File: src/rtl/pht_access_ctrl_pkg.sv
// ---------------------------------------------------------------------------
// pht_access_ctrl_pkg
//  Shared definitions for the PHT access controller:
//   - 2-bit saturating counter encodings
//   - controller FSM state codes
//   - sat_update(): saturating counter step used by the read-modify-write path
// ---------------------------------------------------------------------------
package pht_access_ctrl_pkg;

    // Counter encodings (MSB is the prediction)
    localparam logic [1:0] CTR_SNT = 2'b00;  // strongly not taken
    localparam logic [1:0] CTR_WNT = 2'b01;  // weakly not taken
    localparam logic [1:0] CTR_WT  = 2'b10;  // weakly taken
    localparam logic [1:0] CTR_ST  = 2'b11;  // strongly taken

    // Controller FSM state codes
    localparam logic [1:0] ST_INIT   = 2'b00;
    localparam logic [1:0] ST_IDLE   = 2'b01;
    localparam logic [1:0] ST_UPD_WR = 2'b10;

    // Move a counter one step towards the observed outcome, saturating at
    // strongly-not-taken and strongly-taken.
    function automatic logic [1:0] sat_update(input logic [1:0] ctr, input logic taken);
        logic [1:0] res;
        res = ctr;
        if (taken) begin
            if (ctr != CTR_ST) begin
                res = ctr + 2'd1;
            end
        end else begin
            if (ctr != CTR_SNT) begin
                res = ctr - 2'd1;
            end
        end
        return res;
    endfunction

endpackage

File: src/rtl/pht_upd_fifo.sv
// ---------------------------------------------------------------------------
// pht_upd_fifo
//  In-order queue of pending PHT counter updates.
//  Ports:
//   clk, rst     clock, asynchronous active-low reset
//   flush        synchronous flush; empties the queue (wins over push/pop)
//   push         enqueue push_data (ignored when full)
//   push_data    entry to enqueue
//   pop          dequeue head (ignored when empty)
//   head_data    current head entry (valid when !empty)
//   full, empty  status flags
//  Pointers carry one extra wrap bit so full and empty are distinguishable
//  without a separate occupancy counter.
// ---------------------------------------------------------------------------
module pht_upd_fifo #(
    parameter int DEPTH = 4,
    parameter int WIDTH = 7
) (
    input  logic             clk,
    input  logic             rst,
    input  logic             flush,
    input  logic             push,
    input  logic [WIDTH-1:0] push_data,
    input  logic             pop,
    output logic [WIDTH-1:0] head_data,
    output logic             full,
    output logic             empty
);

    localparam int AW = $clog2(DEPTH);

    logic [AW:0]      head_q, head_d;
    logic [AW:0]      tail_q, tail_d;
    logic [WIDTH-1:0] mem_q [DEPTH];
    logic             do_push;
    logic             do_pop;

    assign empty     = (head_q == tail_q);
    assign full      = (head_q[AW] != tail_q[AW]) && (head_q[AW-1:0] == tail_q[AW-1:0]);
    assign head_data = mem_q[head_q[AW-1:0]];

    always_comb begin
        do_push = push && !full && !flush;
        do_pop  = pop && !empty && !flush;
        head_d  = head_q;
        tail_d  = tail_q;
        if (flush) begin
            head_d = '0;
            tail_d = '0;
        end else begin
            if (do_push) begin
                tail_d = tail_q + 1'b1;
            end
            if (do_pop) begin
                head_d = head_q + 1'b1;
            end
        end
    end

    always_ff @(posedge clk or negedge rst) begin
        if (!rst) begin
            head_q <= '0;
            tail_q <= '0;
        end else begin
            head_q <= head_d;
            tail_q <= tail_d;
        end
    end

    // Entry storage needs no reset: an entry is only read after being written.
    always_ff @(posedge clk) begin
        if (do_push) begin
            mem_q[tail_q[AW-1:0]] <= push_data;
        end
    end

endmodule

File: src/rtl/pht_access_ctrl.sv
// ---------------------------------------------------------------------------
// pht_access_ctrl
//  Access controller for a single-port, synchronous-read PHT RAM of 2-bit
//  saturating counters. Arbitrates fetch lookups against queued retire
//  updates (applied as read-modify-write) and sequences PHT initialisation
//  after reset and after a soft clear.
//  Ports:
//   clk, rst                 clock, asynchronous active-low reset
//   clear_req                flush update queue and re-initialise the PHT
//   pred_req/pred_index      lookup request; pred_ready = accepted this cycle
//   pred_valid/pred_taken    lookup result, one cycle after acceptance
//   upd_valid/upd_index/
//   upd_taken/upd_ready      update push handshake
//   init_done                PHT initialised (level)
//   pht_en/pht_we/pht_addr/
//   pht_wdata/pht_rdata      RAM interface (read data one cycle after read)
//  Optional feature macro PHT_CTRL_STATS_EN adds stat_lookups, stat_updates
//  and stat_stall (wrapping 32-bit counters, cleared by rst only).
// ---------------------------------------------------------------------------
module pht_access_ctrl
    import pht_access_ctrl_pkg::*;
#(
    parameter int         PHT_DEPTH  = 6,
    parameter int         UQ_DEPTH   = 4,
    parameter logic [1:0] INIT_STATE = CTR_WT
) (
    input  logic                 clk,
    input  logic                 rst,
    input  logic                 clear_req,
    input  logic                 pred_req,
    input  logic [PHT_DEPTH-1:0] pred_index,
    output logic                 pred_ready,
    output logic                 pred_valid,
    output logic                 pred_taken,
    input  logic                 upd_valid,
    input  logic [PHT_DEPTH-1:0] upd_index,
    input  logic                 upd_taken,
    output logic                 upd_ready,
    output logic                 init_done,
    output logic                 pht_en,
    output logic                 pht_we,
    output logic [PHT_DEPTH-1:0] pht_addr,
    output logic [1:0]           pht_wdata,
    input  logic [1:0]           pht_rdata
`ifdef PHT_CTRL_STATS_EN
    ,
    output logic [31:0]          stat_lookups,
    output logic [31:0]          stat_updates,
    output logic [31:0]          stat_stall
`endif
);

    localparam logic [PHT_DEPTH-1:0] LAST_IDX = '1;

    logic [1:0]           state_q, state_d;
    logic [PHT_DEPTH-1:0] ptr_q, ptr_d;
    logic                 pred_valid_q, pred_valid_d;
    logic                 init_done_q, init_done_d;

    logic                 ram_en;
    logic                 ram_we;
    logic                 fifo_pop;
    logic                 fifo_flush;
    logic                 fifo_full;
    logic                 fifo_empty;
    logic [PHT_DEPTH:0]   head_data;
    logic [PHT_DEPTH-1:0] head_index;
    logic                 head_taken;

    assign head_index = head_data[PHT_DEPTH:1];
    assign head_taken = head_data[0];

    pht_upd_fifo #(
        .DEPTH (UQ_DEPTH),
        .WIDTH (PHT_DEPTH + 1)
    ) u_upd_fifo (
        .clk       (clk),
        .rst       (rst),
        .flush     (fifo_flush),
        .push      (upd_valid),
        .push_data ({upd_index, upd_taken}),
        .pop       (fifo_pop),
        .head_data (head_data),
        .full      (fifo_full),
        .empty     (fifo_empty)
    );

    always_comb begin
        state_d      = state_q;
        ptr_d        = ptr_q;
        pred_valid_d = 1'b0;
        fifo_pop     = 1'b0;
        fifo_flush   = 1'b0;
        ram_en       = 1'b0;
        ram_we       = 1'b0;
        pht_addr     = '0;
        pht_wdata    = '0;

        case (state_q)
            ST_INIT: begin
                ram_en    = 1'b1;
                ram_we    = 1'b1;
                pht_addr  = ptr_q;
                pht_wdata = INIT_STATE;
                if (clear_req) begin
                    // Restart the sweep; the current write is harmless.
                    ptr_d      = '0;
                    fifo_flush = 1'b1;
                end else if (ptr_q == LAST_IDX) begin
                    ptr_d   = '0;
                    state_d = ST_IDLE;
                end else begin
                    ptr_d = ptr_q + 1'b1;
                end
            end

            ST_IDLE: begin
                if (pred_req && !fifo_full) begin
                    ram_en       = 1'b1;
                    pht_addr     = pred_index;
                    pred_valid_d = 1'b1;
                end else if (!fifo_empty && !clear_req) begin
                    // Read phase of the read-modify-write; the head entry stays
                    // in place until the write so its fields remain available.
                    ram_en   = 1'b1;
                    pht_addr = head_index;
                    state_d  = ST_UPD_WR;
                end
                if (clear_req) begin
                    fifo_flush = 1'b1;
                    ptr_d      = '0;
                    state_d    = ST_INIT;
                end
            end

            ST_UPD_WR: begin
                ram_en    = 1'b1;
                ram_we    = 1'b1;
                pht_addr  = head_index;
                pht_wdata = sat_update(pht_rdata, head_taken);
                fifo_pop  = 1'b1;
                state_d   = ST_IDLE;
                // The write above always completes; a clear only takes effect
                // after it, flushing whatever is left behind it.
                if (clear_req) begin
                    fifo_flush = 1'b1;
                    ptr_d      = '0;
                    state_d    = ST_INIT;
                end
            end

            default: begin
                fifo_flush = 1'b1;
                ptr_d      = '0;
                state_d    = ST_INIT;
            end
        endcase

        // init_done is high in every cycle the controller is out of INIT.
        init_done_d = (state_d != ST_INIT);
    end

    always_ff @(posedge clk or negedge rst) begin
        if (!rst) begin
            state_q      <= ST_INIT;
            ptr_q        <= '0;
            pred_valid_q <= 1'b0;
            init_done_q  <= 1'b0;
        end else begin
            state_q      <= state_d;
            ptr_q        <= ptr_d;
            pred_valid_q <= pred_valid_d;
            init_done_q  <= init_done_d;
        end
    end

    // The FSM sits in INIT while reset is held; keep the RAM quiet until release.
    assign pht_en     = ram_en & rst;
    assign pht_we     = ram_we & rst;
    assign pred_ready = (state_q == ST_IDLE) && !fifo_full;
    assign pred_valid = pred_valid_q;
    assign pred_taken = pred_valid_q & pht_rdata[1];
    assign upd_ready  = !fifo_full;
    assign init_done  = init_done_q;

`ifdef PHT_CTRL_STATS_EN
    logic [31:0] stat_lookups_q, stat_lookups_d;
    logic [31:0] stat_updates_q, stat_updates_d;
    logic [31:0] stat_stall_q, stat_stall_d;

    always_comb begin
        stat_lookups_d = stat_lookups_q + {31'd0, (pred_req && pred_ready)};
        stat_updates_d = stat_updates_q + {31'd0, (state_q == ST_UPD_WR)};
        stat_stall_d   = stat_stall_q + {31'd0, (pred_req && !pred_ready)};
    end

    always_ff @(posedge clk or negedge rst) begin
        if (!rst) begin
            stat_lookups_q <= '0;
            stat_updates_q <= '0;
            stat_stall_q   <= '0;
        end else begin
            stat_lookups_q <= stat_lookups_d;
            stat_updates_q <= stat_updates_d;
            stat_stall_q   <= stat_stall_d;
        end
    end

    assign stat_lookups = stat_lookups_q;
    assign stat_updates = stat_updates_q;
    assign stat_stall   = stat_stall_q;
`endif

endmodule

File: config.mk
export PLATFORM = sky130hd
export DESIGN_NAME = pht_access_ctrl
export DESIGN_NICKNAME = d
export VERILOG_FILES = /design/src/rtl/pht_access_ctrl_pkg.sv /design/src/rtl/pht_upd_fifo.sv /design/src/rtl/pht_access_ctrl.sv
export SDC_FILE = /design/constraint.sdc
export NUM_CORES = 1
export LEC_CHECK = 0
export CAP_MARGIN = 20
export CORE_ASPECT_RATIO = 0.75
export CORE_MARGIN = 2
export CORE_UTILIZATION = 45
export DETAILED_ROUTE_END_ITERATION = 10
export PLACE_DENSITY = 0.69
export SLEW_MARGIN = 10
export SYNTH_ARGS = -nofsm -noshare
export SYNTH_HDL_FRONTEND = slang
export SYNTH_SLANG_ARGS = --single-unit
export TNS_END_PERCENT = 100
File: constraint.sdc
create_clock -name clk -period 1.9 [get_ports clk]
set_input_delay 0.19 -clock clk [delete_from_list [all_inputs] [get_ports clk]]
set_output_delay 0.19 -clock clk [all_outputs]
set_load 0.02 [all_outputs]
; After elaboration in Yosys (flattened, before gate mapping)
; Memories as Yosys holds them, arrays and structs flattened.
; Index checks and enable logic that the tools add are counted.
[totals]
inputBits = 20
output_inout_bits = 15
wordCells = 76
ff_bits = 16
ram_bits = 28
memories = 1
[op_classes]
reduce_logical = 20
n_addsub = 5
mux = 33
bitwise = 3
eq_ne = 8
[mem_list]
columns = name, words, word_bits, rd, rd_clocked_by_memory_dff, write_ports, line
row1 = u_upd_fifo.mem_q, 4, 7, 1, 0, 1, pht_upd_fifo.sv:34  ; logic [WIDTH-1:0] mem_q [DEPTH];
[ops]
columns = cell, count
row1 = 2-to-1 mux 6 bit, 5
row2 = one-hot mux 6 bit (3 select lines), 1
row3 = 2-to-1 mux 2 bit, 8
row4 = 2-to-1 mux 3 bit, 4
row5 = one-hot mux 6 bit (2 select lines), 1
row6 = 2-to-1 mux 1 bit, 11
row7 = logical AND 1 bit, 8
row8 = nonzero test 2 bit, 4
row9 = "adder 3 x 1 -> 3 bit, second input constant", 2
row10 = "adder 6 x 1 -> 6 bit, second input constant", 1
row11 = "== test 6 bit, second input constant", 1
row12 = one-hot mux 2 bit (3 select lines), 1
row13 = zero test 1 bit, 4
row14 = one-hot mux 2 bit (2 select lines), 1
row15 = OR reduction 2 bit, 2
row16 = AND 1 bit, 3
row17 = == test 3 bit, 1
row18 = OR reduction 3 bit, 1
row19 = "adder 2 x 1 -> 2 bit, second input constant", 1
row20 = "== test 2 x 1 -> 1 bit, second input constant", 1
row21 = == test 2 bit, 1
row22 = "== test 2 bit, second input constant", 1
row23 = zero test 2 bit, 1
row24 = "inequality test 2 x 1 -> 1 bit, second input constant", 1
row25 = 4 further kinds, 4

; Depth between registers and ports, before layout
; Gate-level depths: netlist of run 1.
[logic_depth]
ltp_word = 8
ltp_mapped = 8
depth_no_buf = 7

; Cells and area by module
; From an unflattened synthesis of run 1, not the netlist that was laid out.
[hier_totals]
hier_cells = 200
area_unflattened_um2 = 2388.5
[by_module_without_submodules]
columns = module, n_inst, cells_each, area_each_um2, seq_area_each_um2
row1 = pht_upd_fifo, 1, 102, 1577.8, 991.0
row2 = pht_access_ctrl, 1, 98, 810.8, 250.2

; Least setup slack after synthesis of run 1
; Ideal clock, no wire load.
[synth_timing]
path_type = flip-flop to flip-flop
startpoint = register u_upd_fifo.head_q[0]
endpoint = memory u_upd_fifo.mem_q[2][0] (enable)
stages_incl_launch_ff = 7
slack_ns = 0.082
required_time_ns = 1.574
arrival_ns = 1.492
setup_ns = 0.326
synth_period_minus_slack_ns = 1.818
n_path_buf = 1
path_cell_list = dfrtp_1 -> buf_6 -> xnor2_4 -> nand3_1 -> nand2_1 -> nor2_1 -> and2_1
[synth_between]
elab_chain_len = 7
[synth_lines]
columns = item, line
row1 = "start, declared", pht_upd_fifo.sv:32  ; logic [AW:0] head_q, head_d;
row2 = "start signal, assigned", pht_upd_fifo.sv:62  ; head_q <= '0;
row3 = "start signal, assigned", pht_upd_fifo.sv:65  ; head_q <= head_d;
row4 = == test 2 bit, pht_upd_fifo.sv:39  ; assign full = (head_q[AW] != tail_q[AW]) && (head_q[AW-1:0] == tail_q[AW-1:0]);
row5 = logical AND 1 bit, pht_upd_fifo.sv:39
row6 = zero test 1 bit, --
row7 = named net upd_ready, pht_access_ctrl.sv:38  ; output logic upd_ready,
row8 = logical AND 1 bit (2 in series), pht_upd_fifo.sv:43  ; do_push = push && !full && !flush;
row9 = 2-to-1 mux 1 bit, pht_upd_fifo.sv:72  ; if (do_push) begin
row10 = 2-to-1 mux 1 bit (not written as such), pht_upd_fifo.sv:73  ; mem_q[tail_q[AW-1:0]] <= push_data;
row11 = "end, declared", pht_upd_fifo.sv:34
; The timed path passes the listed nets, and every way through them passes these cells.

; Worst setup path after layout of run 1
[layout_timing]
startpoint = register u_upd_fifo.head_q[0]
endpoint = output port pht_addr[1]
[layout_between]
elab_chain_len = 6
elab_cells_between_ends = 11
cone_classes = 2 x eq/ne / 3 x mux / 5 x reduce/logical / 1 x memory
[layout_lines]
columns = item, line
row1 = == test 3 bit / == test 2 bit (equally long branches), "pht_upd_fifo.sv:38, pht_upd_fifo.sv:39"
row2 = zero test 1 bit / logical AND 1 bit (equally long branches), "pht_access_ctrl.sv:122, pht_upd_fifo.sv:39"
row3 = logical AND 1 bit / zero test 1 bit (equally long branches), "pht_access_ctrl.sv:122, pht_access_ctrl.sv:118"
row4 = 2-to-1 mux 6 bit / logical AND 1 bit (equally long branches), "pht_access_ctrl.sv:122, pht_access_ctrl.sv:118"
row5 = 2-to-1 mux 6 bit, pht_access_ctrl.sv:118  ; if (pred_req && !fifo_full) begin
row6 = one-hot mux 6 bit (3 select lines) *, pht_access_ctrl.sv:99  ; case (state_q)
row7 = "end, declared", pht_access_ctrl.sv:42  ; output logic [PHT_DEPTH-1:0] pht_addr,
; Mark *: on every way between the ends. The rest lies on a longest branch, timed or not.

==> summary.txt, run 1 <==
STA
-------------------------------------------------------------------------------------------------
WHS                                                                                      0.282 ns
Final setup vio count                                                                           9
Actual transition at the worst max-transition pin                                        0.503 ns
Setup repair after global routing missed its margin                                          true
Clock period minus worst slack                                                            2.16 ns
Number of slew-limit violations in the final report                                             0
Final worst-path setup slack                                                            -0.259 ns
Total negative slack for setup checks                                                    -1.97 ns
Peak clock frequency supported by timing                                                  463 MHz
Post-route clock period utilization                                                          114%
Worst slew margin relative to its limit                                                     66.4%
Clock tree skew after final layout                                                     0.00759 ns
Total count of hold-check failures in the final report                                          0

SYNTH
-------------------------------------------------------------------------------------------------
Share of the synthesized area in the top cell type                                          36.8%
Syn Area/Cell                                                                            12.9 um2
Number of synthesized register bits                                                            44
Nets in the synthesized netlist                                                               207
Post-Synthesis Cell Area                                                                 2280 um2
Number of enable flip-flop cells after synthesis                                               28
Gate count after technology mapping                                                           177
Post-synth top flop                                                                  sky130_fd_sc_hd__edfxtp_1
Synth area leaders                                                                   sky130_fd_sc_hd__edfxtp_1 (37%), sky130_fd_sc_hd__dfrtp_1 (18%), sky130_fd_sc_hd__mux4_2 (6.9%)
Yosys warns                                                                                     0
Part of the Yosys area used for sequential elements                                         54.4%
Most area-hungry cell type in the Yosys netlist                                      sky130_fd_sc_hd__edfxtp_1
Number of distinct library cell variants in the gate-level netlist after synthesis             42
Async set-reset flop share out of synthesis                                                 36.4%

LAYOUT
-------------------------------------------------------------------------------------------------
Layout filler cell count                                                                      381
Combined area of the multi-input logic cells                                             1050 um2
Commonest non-fill, non-tap cells in the layout                                      sky130_fd_sc_hd__edfxtp_1 (28), sky130_fd_sc_hd__buf_4 (27), sky130_fd_sc_hd__clkdlybuf4s50_1 (22), sky130_fd_sc_hd__dfrtp_1 (15), sky130_fd_sc_hd__buf_6 (14)
Antenna Diode Count                                                                             0
Area growth from synthesis to layout                                                        36.0%
Storage element area                                                                     1240 um2
Number of nets in the layout                                                                  271
Final cell count without fillers                                                              302
Share of post-route cells with drive strength above 1                                       35.1%
Most common cell after layout, fill and taps aside                                   sky130_fd_sc_hd__edfxtp_1
Finished layout cell area                                                                3100 um2

CLOCK NETWORK
-------------------------------------------------------------------------------------------------
H-tree levels                                                                                   2
Clock buffers created by TritonCTS                                                              5
Clock tree from TritonCTS                                                                   built
Hold buffers post-CTS                                                                           0
Clock sink count                                                                               44
Register clock-pin slew on the reported worst setup and hold paths                        0.09 ns
Buffer depth of the longest clock path                                                          2
Root buf cell                                                                        sky130_fd_sc_hd__clkbuf_8
Source-to-sink clock delay at the later pin of the worst-skew pair                        0.29 ns

GLOBAL ROUTE
-------------------------------------------------------------------------------------------------
Number of antenna violations at the first check in global routing                               0
Gr usage total                                                                              19.6%
Largest net degree at the start of global routing                                              16
Remaining global-route overflow                                                                 0
Via count of the first global-routing pass                                                   1684
Global-route wire length before repair                                                    8.47 mm

PLACED DESIGN
-------------------------------------------------------------------------------------------------
Number of instances in the placed design                                                      291
Post-placement worst setup slack                                                        -0.422 ns
Estimated wirelength of the detail-placed design                                          3.70 mm
# port buffers                                                                                 34
Post-placement cell area                                                                 2900 um2
Routability congestion estimate                                                             0.868

RUN STATUS
-------------------------------------------------------------------------------------------------
Status                                                                               finished with violations
Violations in the final reports                                                      setup timing

FLOORPLAN
-------------------------------------------------------------------------------------------------
Boundary pin count                                                                             35
Total Die Area                                                                           5660 um2
Horizontal die dimension                                                                  86.2 um
Core Region                                                                              4900 um2
Die height                                                                                65.7 um
Row Count                                                                                      22
Initial Utilization                                                                         46.6%

DRT
-------------------------------------------------------------------------------------------------
Count of routing violations after the opening detailed-route iteration                        104
Routed Antenna Nets                                                                             0
Final wirelength                                                                          5.10 mm
Number of vias per cell                                                                      5.47
DRC violation count after routing                                                               0
Via total after detailed routing                                                             1652
Number of iterations in the first detailed-routing pass                                         4
Final routed wire length divided by cell count                                            16.9 um

MIN PATH
-------------------------------------------------------------------------------------------------
Type of the most critical hold path                                                      in2async

PWR
-------------------------------------------------------------------------------------------------
Worst vdd ir                                                                               634 uV
Static leakage                                                                            1.22 nW
Power per cell area                                                                    662 nW/um2

WORST SETUP PATH
-------------------------------------------------------------------------------------------------
Worst EP required                                                                         1.71 ns
Worst Reg-to-Reg Cells                                                                          9
Kind of critical path                                                                     reg2out
Launching element type of the critical path                                             flip-flop
Data arrival, critical path                                                               1.97 ns
Critical Path End Type                                                               primary output
Largest driver fanout on the critical path                                                      5

JOB
-------------------------------------------------------------------------------------------------
Number of max-cap violations                                                                    0

==> what timing repair did <==
item | 4_1_cts | 5_1_grt
setup buffers | 7 | 2
gates cloned | 1 | 0
pin swaps | 13 | 4
setup endpoints to repair | 13 | 41
gates resized for setup | 88 | 21
==> registers in the layout, indices dropped and copies added (netlist names) <==
| signal | count |
|---|---|
| u_upd_fifo.head_q | 3 |
| ptr_q | 6 |
| init_done | 1 |
| pred_valid | 1 |
| u_upd_fifo.tail_q | 3 |
| state_q | 2 |
| u_upd_fifo.mem_q | 28 |
==> layer usage <==
metal	global-route usage [%]	routed length, um	vias up
met5	0	0	-
met4	4.30	0	0
met3	4.40	232	0
met2	34.0	2620	48
met1	25.4	2250	821
li1	-	-	783
==> metrics by stage <==
| step | util, % | power (mW) |
|---|---|---|
| 5_1_grt | 63.3 | 2.13 |
| 3_5_place_dp | 59.2 | 1.32 |
| 6_report | 63.3 | 2.05 |
| 3_3_place_gp | 59.2 | 1.31 |
| 4_1_cts | 64.0 | 2.07 |
| 2_1_floorplan | - | 1.19 |
==> worst max-delay path: stages, from the launching register on <==
cell and delay [ns]:
sky130_fd_sc_hd__dfrtp_1 0.40, sky130_fd_sc_hd__buf_6 0.16, sky130_fd_sc_hd__mux4_2 0.53, sky130_fd_sc_hd__a21boi_2 0.17, sky130_fd_sc_hd__a221o_1 0.28, sky130_fd_sc_hd__buf_6 0.14
==> area by class of cell <==
type	count	area share, %
clock buffers	5	2.22
clock inverters	3	1.53
inverters	8	0.968
multi-input cells	117	33.8
flip-flops and latches	44	40.0
well taps	60	2.42
repair buffers	65	19.0
==> cells in the mapped netlist, drive strengths merged, types with 2 or more instances <==
cell	count
nor2b	3
a31oi	2
a221o	6
xnor2	3
edfxtp	28
clkbuf	3
inv	8
nand3	9
nor2	13
a21boi	6
and3	2
a21oi	6
xor2	4
dfrtp	16
mux2i	2
ha	10
o21ai	9
nand2	14
o21a	2
buf	5
mux4	7
or2	2
nand3b	2
and2	5
==> cells by family (layout without fill, tap and decap cells) <==
| kind of cell | Yosys count | in the layout | synth area share (%) |
|---|---|---|---|
| simple gates | 54 | 54 | 12.5 |
| flops | 44 | 44 | 54.4 |
| compound gates | 37 | 37 | 11.8 |
| buf+inv | 16 | 81 | 3.73 |
| fa+ha+maj | 10 | 10 | 5.48 |
| mux | 9 | 9 | 7.79 |
| xor+xnor | 7 | 7 | 4.33 |
==> power by group <==
group          internal, mW  switching [mW]  total [mW]
logic                 0.136           0.123       0.259
clock network         0.396           0.332       0.728
registers              1.05          0.0187        1.07
total                  1.58           0.474        2.05
==> worst paths after layout <==
path	startpoint	end	slack, ns
worst min-delay path	rst	u_upd_fifo.head_q[2]	0.28
min in group clk	ptr_q[5]	ptr_q[5]	0.51
max in group asynchronous	rst	ptr_q[0]	1.42
worst min register to register	ptr_q[5]	ptr_q[5]	0.51
worst max register to register	state_q[1]	init_done	0.03
worst max-delay path	u_upd_fifo.head_q[0]	pht_addr[1]	-0.26
No activity file was read; power rests on OpenSTA's default activity.
==> run 2: changes to the inputs <==
Settings changed: CTS_BUF_LIST from default to sky130_fd_sc_hd__clkbuf_4 sky130_fd_sc_hd__clkbuf_8.
==> results of run 2 <==
No change in the layout: final DEF, timing and power equal those of run 1.
